`src/rtl/nap_timer_sequencer_if.sv`:
```
// -----------------------------------------------------------------------------
// nap_timer_sequencer_if
//
// Request/response bundle between the nap-timer sequencer (initiator) and the
// BCD countdown-decrement unit (responder).
//
//   set_time  [23:0]  packed BCD {H10,H1,M10,M1,S10,S1} handed to the unit
//   start             one-cycle request strobe
//   get_time  [23:0]  packed BCD decremented result from the unit
//   complete          one-cycle response strobe
//   is_zero           unit reports that set_time was 00:00:00
//
// Modports:
//   master : the sequencer side (drives set_time/start)
//   slave  : the decrement-unit side (drives get_time/complete/is_zero)
// -----------------------------------------------------------------------------
interface nap_timer_sequencer_if;
  logic [23:0] set_time;
  logic        start;
  logic [23:0] get_time;
  logic        complete;
  logic        is_zero;

  modport master (
    output set_time,
    output start,
    input  get_time,
    input  complete,
    input  is_zero
  );

  modport slave (
    input  set_time,
    input  start,
    output get_time,
    output complete,
    output is_zero
  );
endinterface

```
`src/rtl/nap_timer_sequencer.sv`:
```
// -----------------------------------------------------------------------------
// nap_timer_sequencer
//
// Initiator side of the nap-timer countdown. Loads a user-entered HH:MM:SS,
// then once per prescaled second hands the current time to the BCD decrement
// unit, latches the decremented result for display and raises alarm when the
// countdown reaches 00:00:00. A decrement unit that never answers within
// CPL_TIMEOUT cycles parks the sequencer in a fault state until cancelled.
//
// Parameters:
//   TICK_DIV     clock cycles per one-second tick
//   CPL_TIMEOUT  cycles allowed in WAIT_CPL without complete before fault
//
// Build option:
//   NAP_PAUSE_EN  when defined, pause_i toggles a PAUSED state that freezes
//                 the prescaler and display. When undefined, pause_i is
//                 accepted but ignored and there is no PAUSED state.
//
// Ports:
//   clock         system clock, rising edge
//   reset         asynchronous active-low reset
//   go_i          level-sampled request to start counting down user_time_i
//   cancel_i      abort to IDLE, overrides every other input
//   pause_i       pause/resume pulse (NAP_PAUSE_EN only)
//   user_time_i   packed BCD {H10,H1,M10,M1,S10,S1}
//   dec_if        master side of the decrement-unit handshake
//   cur_time_o    packed BCD display value
//   running_o     countdown in progress (including paused)
//   alarm_o       countdown finished, held until go or cancel
//   fault_o       decrement unit timed out, held until cancel
// -----------------------------------------------------------------------------
module nap_timer_sequencer #(
  parameter int unsigned TICK_DIV    = 50000000,
  parameter int unsigned CPL_TIMEOUT = 16
) (
  input  logic                  clock,
  input  logic                  reset,
  input  logic                  go_i,
  input  logic                  cancel_i,
  input  logic                  pause_i,
  input  logic [23:0]           user_time_i,
  nap_timer_sequencer_if.master dec_if,
  output logic [23:0]           cur_time_o,
  output logic                  running_o,
  output logic                  alarm_o,
  output logic                  fault_o
);

  localparam int unsigned PW = (TICK_DIV > 1) ? $clog2(TICK_DIV) : 1;
  localparam int unsigned TW = $clog2(CPL_TIMEOUT) + 1;

  localparam logic [PW-1:0] PRE_LAST = PW'(TICK_DIV - 1);
  localparam logic [TW-1:0] TO_LAST  = TW'(CPL_TIMEOUT - 1);

  typedef enum logic [2:0] {
    ST_IDLE      = 3'd0,
    ST_LOAD      = 3'd1,
    ST_WAIT_TICK = 3'd2,
    ST_REQ       = 3'd3,
    ST_WAIT_CPL  = 3'd4,
    ST_DONE      = 3'd5,
    ST_ERR       = 3'd6
`ifdef NAP_PAUSE_EN
    , ST_PAUSED  = 3'd7
`endif
  } state_e;

  // A time is enterable when every digit is decimal and both tens-of-minutes
  // and tens-of-seconds stay within 0..5. Tens-of-hours may be 0..9.
  function automatic logic bcd_time_valid(input logic [23:0] t);
    return (t[23:20] <= 4'd9) && (t[19:16] <= 4'd9) &&
           (t[15:12] <= 4'd5) && (t[11:8]  <= 4'd9) &&
           (t[7:4]   <= 4'd5) && (t[3:0]   <= 4'd9);
  endfunction

  // running covers every state in which a countdown is still owned.
  function automatic logic state_is_running(input state_e s);
    logic r;
    case (s)
      ST_LOAD,
      ST_WAIT_TICK,
      ST_REQ,
      ST_WAIT_CPL: r = 1'b1;
`ifdef NAP_PAUSE_EN
      ST_PAUSED:   r = 1'b1;
`endif
      default:     r = 1'b0;
    endcase
    return r;
  endfunction

  state_e        state_q, state_d;
  logic [PW-1:0] pre_q, pre_d;
  logic [TW-1:0] to_q, to_d;
  logic [23:0]   cur_q, cur_d;
  logic [23:0]   set_q, set_d;
  logic          start_q, start_d;
  logic          running_q, running_d;
  logic          alarm_q, alarm_d;
  logic          fault_q, fault_d;
  logic          user_valid_s;
  logic          pause_take_s;

`ifdef NAP_PAUSE_EN
  // A pause seen while a request is in flight is parked here until the
  // sequencer is back in WAIT_TICK.
  logic          pend_q, pend_d;

  assign pause_take_s = pause_i | pend_q;
`else
  logic          unused_pause_s;

  assign unused_pause_s = pause_i;
  assign pause_take_s   = 1'b0;
`endif

  assign user_valid_s = bcd_time_valid(user_time_i);

  // Next-state, datapath and registered-output decode.
  always_comb begin
    state_d = state_q;
    pre_d   = pre_q;
    to_d    = to_q;
    cur_d   = cur_q;
    set_d   = set_q;
    start_d = 1'b0;
`ifdef NAP_PAUSE_EN
    pend_d  = pend_q;
`endif

    if (cancel_i) begin
      // Display and last request are deliberately left untouched.
      state_d = ST_IDLE;
      pre_d   = '0;
`ifdef NAP_PAUSE_EN
      pend_d  = 1'b0;
`endif
    end else begin
      case (state_q)
        ST_IDLE: begin
          if (go_i && user_valid_s) begin
            if (user_time_i == 24'h00_0000) begin
              state_d = ST_DONE;
            end else begin
              state_d = ST_LOAD;
            end
          end else begin
            state_d = ST_IDLE;
          end
`ifdef NAP_PAUSE_EN
          pend_d = 1'b0;
`endif
        end

        ST_LOAD: begin
          cur_d   = user_time_i;
          pre_d   = '0;
          state_d = ST_WAIT_TICK;
        end

        ST_WAIT_TICK: begin
          if (pause_take_s) begin
            // Prescaler holds its count so the resumed second is not lost.
            state_d = ST_WAIT_TICK;
`ifdef NAP_PAUSE_EN
            state_d = ST_PAUSED;
            pend_d  = 1'b0;
`endif
          end else if (pre_q == PRE_LAST) begin
            pre_d   = '0;
            state_d = ST_REQ;
          end else begin
            pre_d   = pre_q + PW'(1);
          end
        end

        ST_REQ: begin
          set_d   = cur_q;
          start_d = 1'b1;
          to_d    = '0;
          state_d = ST_WAIT_CPL;
`ifdef NAP_PAUSE_EN
          pend_d  = pend_q | pause_i;
`endif
        end

        ST_WAIT_CPL: begin
          if (dec_if.complete) begin
            // Either zero indication ends the countdown; a zero result is
            // trusted even if the unit forgets to flag is_zero.
            if (dec_if.is_zero || (dec_if.get_time == 24'h00_0000)) begin
              cur_d   = 24'h00_0000;
              state_d = ST_DONE;
            end else begin
              cur_d   = dec_if.get_time;
              state_d = ST_WAIT_TICK;
            end
          end else if (to_q == TO_LAST) begin
            state_d = ST_ERR;
          end else begin
            to_d    = to_q + TW'(1);
          end
`ifdef NAP_PAUSE_EN
          pend_d = pend_q | pause_i;
`endif
        end

        ST_DONE: begin
          if (go_i) begin
            state_d = ST_IDLE;
          end else begin
            state_d = ST_DONE;
          end
        end

        ST_ERR: begin
          // Only cancel (handled above) leaves the fault state.
          state_d = ST_ERR;
        end

`ifdef NAP_PAUSE_EN
        ST_PAUSED: begin
          if (pause_i) begin
            state_d = ST_WAIT_TICK;
          end else begin
            state_d = ST_PAUSED;
          end
        end
`endif

        default: begin
          state_d = ST_IDLE;
          pre_d   = '0;
        end
      endcase
    end

    running_d = state_is_running(state_d);
    fault_d   = (state_d == ST_ERR);
    // alarm rises one cycle after DONE is entered and drops on the same
    // edge that leaves DONE.
    alarm_d   = (state_q == ST_DONE) && (state_d == ST_DONE);
  end

  // State, counters, datapath and output registers.
  always_ff @(posedge clock or negedge reset) begin
    if (!reset) begin
      state_q   <= ST_IDLE;
      pre_q     <= '0;
      to_q      <= '0;
      cur_q     <= 24'h00_0000;
      set_q     <= 24'h00_0000;
      start_q   <= 1'b0;
      running_q <= 1'b0;
      alarm_q   <= 1'b0;
      fault_q   <= 1'b0;
`ifdef NAP_PAUSE_EN
      pend_q    <= 1'b0;
`endif
    end else begin
      state_q   <= state_d;
      pre_q     <= pre_d;
      to_q      <= to_d;
      cur_q     <= cur_d;
      set_q     <= set_d;
      start_q   <= start_d;
      running_q <= running_d;
      alarm_q   <= alarm_d;
      fault_q   <= fault_d;
`ifdef NAP_PAUSE_EN
      pend_q    <= pend_d;
`endif
    end
  end

  assign dec_if.set_time = set_q;
  assign dec_if.start    = start_q;
  assign cur_time_o      = cur_q;
  assign running_o       = running_q;
  assign alarm_o         = alarm_q;
  assign fault_o         = fault_q;

endmodule
```
`src/flat_wrapper.sv`:
```
// flat-port wrapper written by rule: the top's interface ports become plain ports
module nap_timer_sequencer_flat 
#(
  parameter int unsigned TICK_DIV    = 50000000,
  parameter int unsigned CPL_TIMEOUT = 16
)
  (clock, reset, go_i, cancel_i, pause_i, user_time_i, cur_time_o, running_o, alarm_o, fault_o, dec_if_set_time, dec_if_start, dec_if_get_time, dec_if_complete, dec_if_is_zero);
  nap_timer_sequencer_if dec_if_i ();
  input  logic clock;
  input  logic reset;
  input  logic go_i;
  input  logic cancel_i;
  input  logic pause_i;
  input  logic [23:0] user_time_i;
  output logic [23:0] cur_time_o;
  output logic running_o;
  output logic alarm_o;
  output logic fault_o;
  output wire logic [$bits(dec_if_i.set_time)-1:0] dec_if_set_time;
  output wire logic [$bits(dec_if_i.start)-1:0] dec_if_start;
  input wire logic [$bits(dec_if_i.get_time)-1:0] dec_if_get_time;
  input wire logic [$bits(dec_if_i.complete)-1:0] dec_if_complete;
  input wire logic [$bits(dec_if_i.is_zero)-1:0] dec_if_is_zero;
  assign dec_if_set_time = dec_if_i.set_time;
  assign dec_if_start = dec_if_i.start;
  assign dec_if_i.get_time = dec_if_get_time;
  assign dec_if_i.complete = dec_if_complete;
  assign dec_if_i.is_zero = dec_if_is_zero;
  nap_timer_sequencer #(.TICK_DIV(TICK_DIV), .CPL_TIMEOUT(CPL_TIMEOUT)) u_core (.clock(clock), .reset(reset), .go_i(go_i), .cancel_i(cancel_i), .pause_i(pause_i), .user_time_i(user_time_i), .dec_if(dec_if_i), .cur_time_o(cur_time_o), .running_o(running_o), .alarm_o(alarm_o), .fault_o(fault_o));
endmodule
```
`config.mk`:
```
export PLATFORM = sky130hd
export DESIGN_NAME = nap_timer_sequencer_flat
export DESIGN_NICKNAME = d
export VERILOG_FILES = /design/src/rtl/nap_timer_sequencer_if.sv /design/src/rtl/nap_timer_sequencer.sv /design/src/flat_wrapper.sv
export SDC_FILE = /design/constraint.sdc
export NUM_CORES = 1
export LEC_CHECK = 0
export ABC_CLOCK_PERIOD_IN_PS = 2500
export BUFFER_PORTS_ARGS = -buffer_cell sky130_fd_sc_hd__buf_4
export CELL_PAD_IN_SITES_DETAIL_PLACEMENT = 1
export CELL_PAD_IN_SITES_GLOBAL_PLACEMENT = 2
export CORE_MARGIN = 4
export CORE_UTILIZATION = 33
export DETAILED_ROUTE_END_ITERATION = 7
export PLACE_DENSITY = 0.86
export SLEW_MARGIN = 20
export SYNTH_ARGS = -nofsm -noshare
export SYNTH_HDL_FRONTEND = slang
export SYNTH_SLANG_ARGS = --single-unit
```
`constraint.sdc`:
```
create_clock -name clock -period 2.5 [get_ports clock]
set_input_delay 0.5 -clock clock [delete_from_list [all_inputs] [get_ports clock]]
set_output_delay 0.5 -clock clock [all_outputs]
set_load 0.02 [all_outputs]
```
==> results.json <==
{
  "die_x_um": 125,
  "max_freq_mhz": 437,
  "async_flop_share_pct": 100,
  "synth_largest_area_cell": "dfrtp_1",
  "slew_viol_final": 0,
  "antenna_found_initial": 0,
  "vias": 3939,
  "design_power_total_uw": 3340,
  "synth_nets": 505,
  "dpl.hpwl_um": 10600,
  "syn_area_mm2": 0.00448,
  "powerDensity_mw_per_mm2": 565,
  "htreeDepth": 3,
  "grt_pass1_wl_um": 22600,
  "criticalPathCategory": "reg2reg",
  "ios": 107,
  "synth_edf_count": 0,
  "crit_chain": "nor4b_1 -> nand4_1 -> nor4_1 -> or3_4 -> nor3_4 -> buf_4 -> a21o_1",
  "cts_buffer_depth": 2,
  "synthToLayoutAreaGrowth_pct": 31.9,
  "fin_cells": 742,
  "setup_viol": 0,
  "yosys-top-cells-area": "dfrtp_1 (48%), mux2_2 (6.3%), o21ai_0 (5.8%), nand2_1 (4.7%), a22oi_1 (2.8%)",
  "floorplan.die.height_um": 125,
  "drt_first_iter_violations": 177,
  "path_delay_family": "simple AND/OR/NAND/NOR gates",
  "place_inst": 725,
  "avgSynthCellArea_um2": 10.0,
  "hold_slack_ns": 0.116,
  "dr_wl_met3_um": 461,
  "yosysTopAreaCellShare_pct": 48.0,
  "status": "finished clean",
  "postSynthCellCount": 447,
  "max_cap_viol_count": 0,
  "slew_headroom_pct": 57.4,
  "overflow": 0,
  "fin_skew_ns": 0.00616,
  "top_layer_used": "met4",
  "wl_met2_um": 6910,
  "utilization_pct": 44.4,
  "die_area_mm2": 0.0155,
  "port_buffers": 105,
  "synth_cell_type_count": 60,
  "clk_pin_slew_ns": 0.06,
  "start_util_pct": 33.7,
  "coreArea_mm2": 0.0133,
  "cts_tree": "done",
  "hold_class": "in2async",
  "root_buffer": "clkbuf_16",
  "post_drt_wl_per_cell_um": 18.4,
  "hold_violations": 0,
  "crit_fanout": 6,
  "diodes": 0,
  "min_period_over_period_pct": 91.6,
  "synth_warnings": 0,
  "critPathLaunchType": "flip-flop",
  "worst_path_largest_cell_delay_ns": 0.44,
  "cp-end-kind": "flip-flop",
  "cts_resized": 0,
  "drtPass1Iterations": 4,
  "vias_per_cell": 5.31,
  "arrival_ns": 2.52,
  "crit_buf_inv": 1,
  "worst-slew-pin-transition_ns": 0.638,
  "numCtsBuffers": 9,
  "first_global_vias": 4209,
  "drive_gt1_share_pct": 33.0,
  "p_leak_uw": 0.00279,
  "ys.flop_type": "dfrtp_1",
  "cts.sinks": 86,
  "num_rows": 42,
  "grtUsageTotal_pct": 18.0,
  "slowest_stage": "dfrtp_1",
  "seq_area_frac_synth_pct": 48.0,
  "rsz0062_at_grt": "false",
  "ys_ff_latch": 86,
  "ir_drop_mv": 0.345,
  "drc_errors": 0,
  "required_ns": 2.73,
  "min_period_ns": 2.29,
  "globalplace.congestion": 0.843,
  "tns_ns": 0,
  "ant_nets": 0,
  "wl_um": 13700,
  "nets": 619,
  "worstSkewPairLatency_ns": 0.35,
  "grt_start_max_net_pins": 50,
  "met1Wirelength_um": 6070
}
cell usage in the layout (no fill, tap or decap), drive strengths merged, types with 2 or more instances in the layout:
| cell | instances |
|---|---|
| a211oi | 2 |
| a21o | 3 |
| a21oi | 16 |
| a22o | 2 |
| a22oi | 17 |
| a31oi | 6 |
| and2 | 2 |
| and3 | 14 |
| and4 | 4 |
| buf | 126 |
| bufinv | 3 |
| clkbuf | 10 |
| clkinv | 3 |
| dfrtp | 86 |
| ha | 3 |
| inv | 8 |
| mux2 | 29 |
| nand2 | 57 |
| nand2b | 4 |
| nand3 | 16 |
| nand4 | 9 |
| nor2 | 24 |
| nor2b | 7 |
| nor3 | 5 |
| nor3b | 2 |
| nor4 | 20 |
| nor4b | 3 |
| o21ai | 56 |
| o31ai | 10 |
| o41ai | 3 |
| xnor2 | 2 |
| xor2 | 3 |
routing by layer:
metal / vias to the layer above / track usage [%]
li1: 1887 / -
met1: 1963 / 22.8
met2: 76 / 30.2
met3: 13 / 4.07
met4: 0 / 6.58
met5: - / 0
per-stage QoR:
step	setup WS, ns	area [um^2]
after detailed placement	0.0710	5550
final	0.210	5910
after CTS	0.100	5900
after floorplan	0.318	4480
after global placement	0.0710	5550
after global routing	0.00648	5910
report_power, final:
group	total (uW)	internal, uW	switching, uW
sequential	1460	1430	33.2
combinational	323	143	181
clock	1550	1000	551
final timing paths:
kind,start,end,slack (ns),depth (start not counted)
hold reg to reg,u_core.pre_q[23]$_DFFE_PN0P_,u_core.pre_q[23]$_DFFE_PN0P_,0.49,1
hold / removal,reset,u_core.dec_if.set_time[19]$_DFFE_PN0P_,0.12,1
max in group asynchronous,reset,u_core.dec_if.set_time[9]$_DFFE_PN0P_,1.75,2
setup reg to reg,u_core.pre_q[8]$_DFFE_PN0P_,u_core.running_o$_DFF_PN0_,0.21,7
min in group clock,cancel_i,u_core.pre_q[6]$_DFFE_PN0P_,0.39,2
setup / recovery,u_core.pre_q[8]$_DFFE_PN0P_,u_core.running_o$_DFF_PN0_,0.21,7
registers in the layout, summed over array words and instances (netlist names):
| register | flops |
|---|---|
| u_core.cur_time_o | 24 |
| u_core.state_q | 3 |
| u_core.dec_if.start | 1 |
| u_core.fault_o | 1 |
| u_core.to_q | 5 |
| u_core.running_o | 1 |
| u_core.dec_if.set_time | 24 |
| u_core.pre_q | 26 |
| u_core.alarm_o | 1 |
synthesized netlist by cell type (6+ instances only):
| cell type | instances |
|---|---|
| clkbuf_1 | 10 |
| and3_1 | 14 |
| nand4_1 | 8 |
| o31ai_1 | 8 |
| o21ai_0 | 52 |
| nor2b_1 | 7 |
| inv_1 | 8 |
| mux2_2 | 25 |
| buf_2 | 7 |
| a22oi_1 | 17 |
| a21oi_1 | 16 |
| a31oi_1 | 6 |
| dfrtp_1 | 86 |
| nand3_1 | 16 |
| nand2_1 | 56 |
| nor2_1 | 23 |
| nor4_1 | 15 |
area by class of cell:
type	count	area [um^2]
fillers	1516	7390
multi-input cells	330	2180
clock inverters	6	109
well taps	176	220
inverters	8	30.0
flip-flops and latches	86	2150
repair buffers	126	983
clock buffers	10	239
cells by family after synthesis:
family                     share of synthesized area, %
AOI/OAI and AO/OA                                  17.2
xor gates and xnor gates                          0.977
adders and majority gates                         0.838
buffers and inverters                              3.55
DFF                                                48.0
muxes                                              7.68
and+or+nand+nor                                    21.8
what timing repair did:
item	in CTS	in global routing
endpoints found under the setup margin	0	1
hold buffers	0	0
endpoints found under the hold margin	0	0
setup buffers	0	1
No activity file was read; power rests on OpenSTA's default activity.
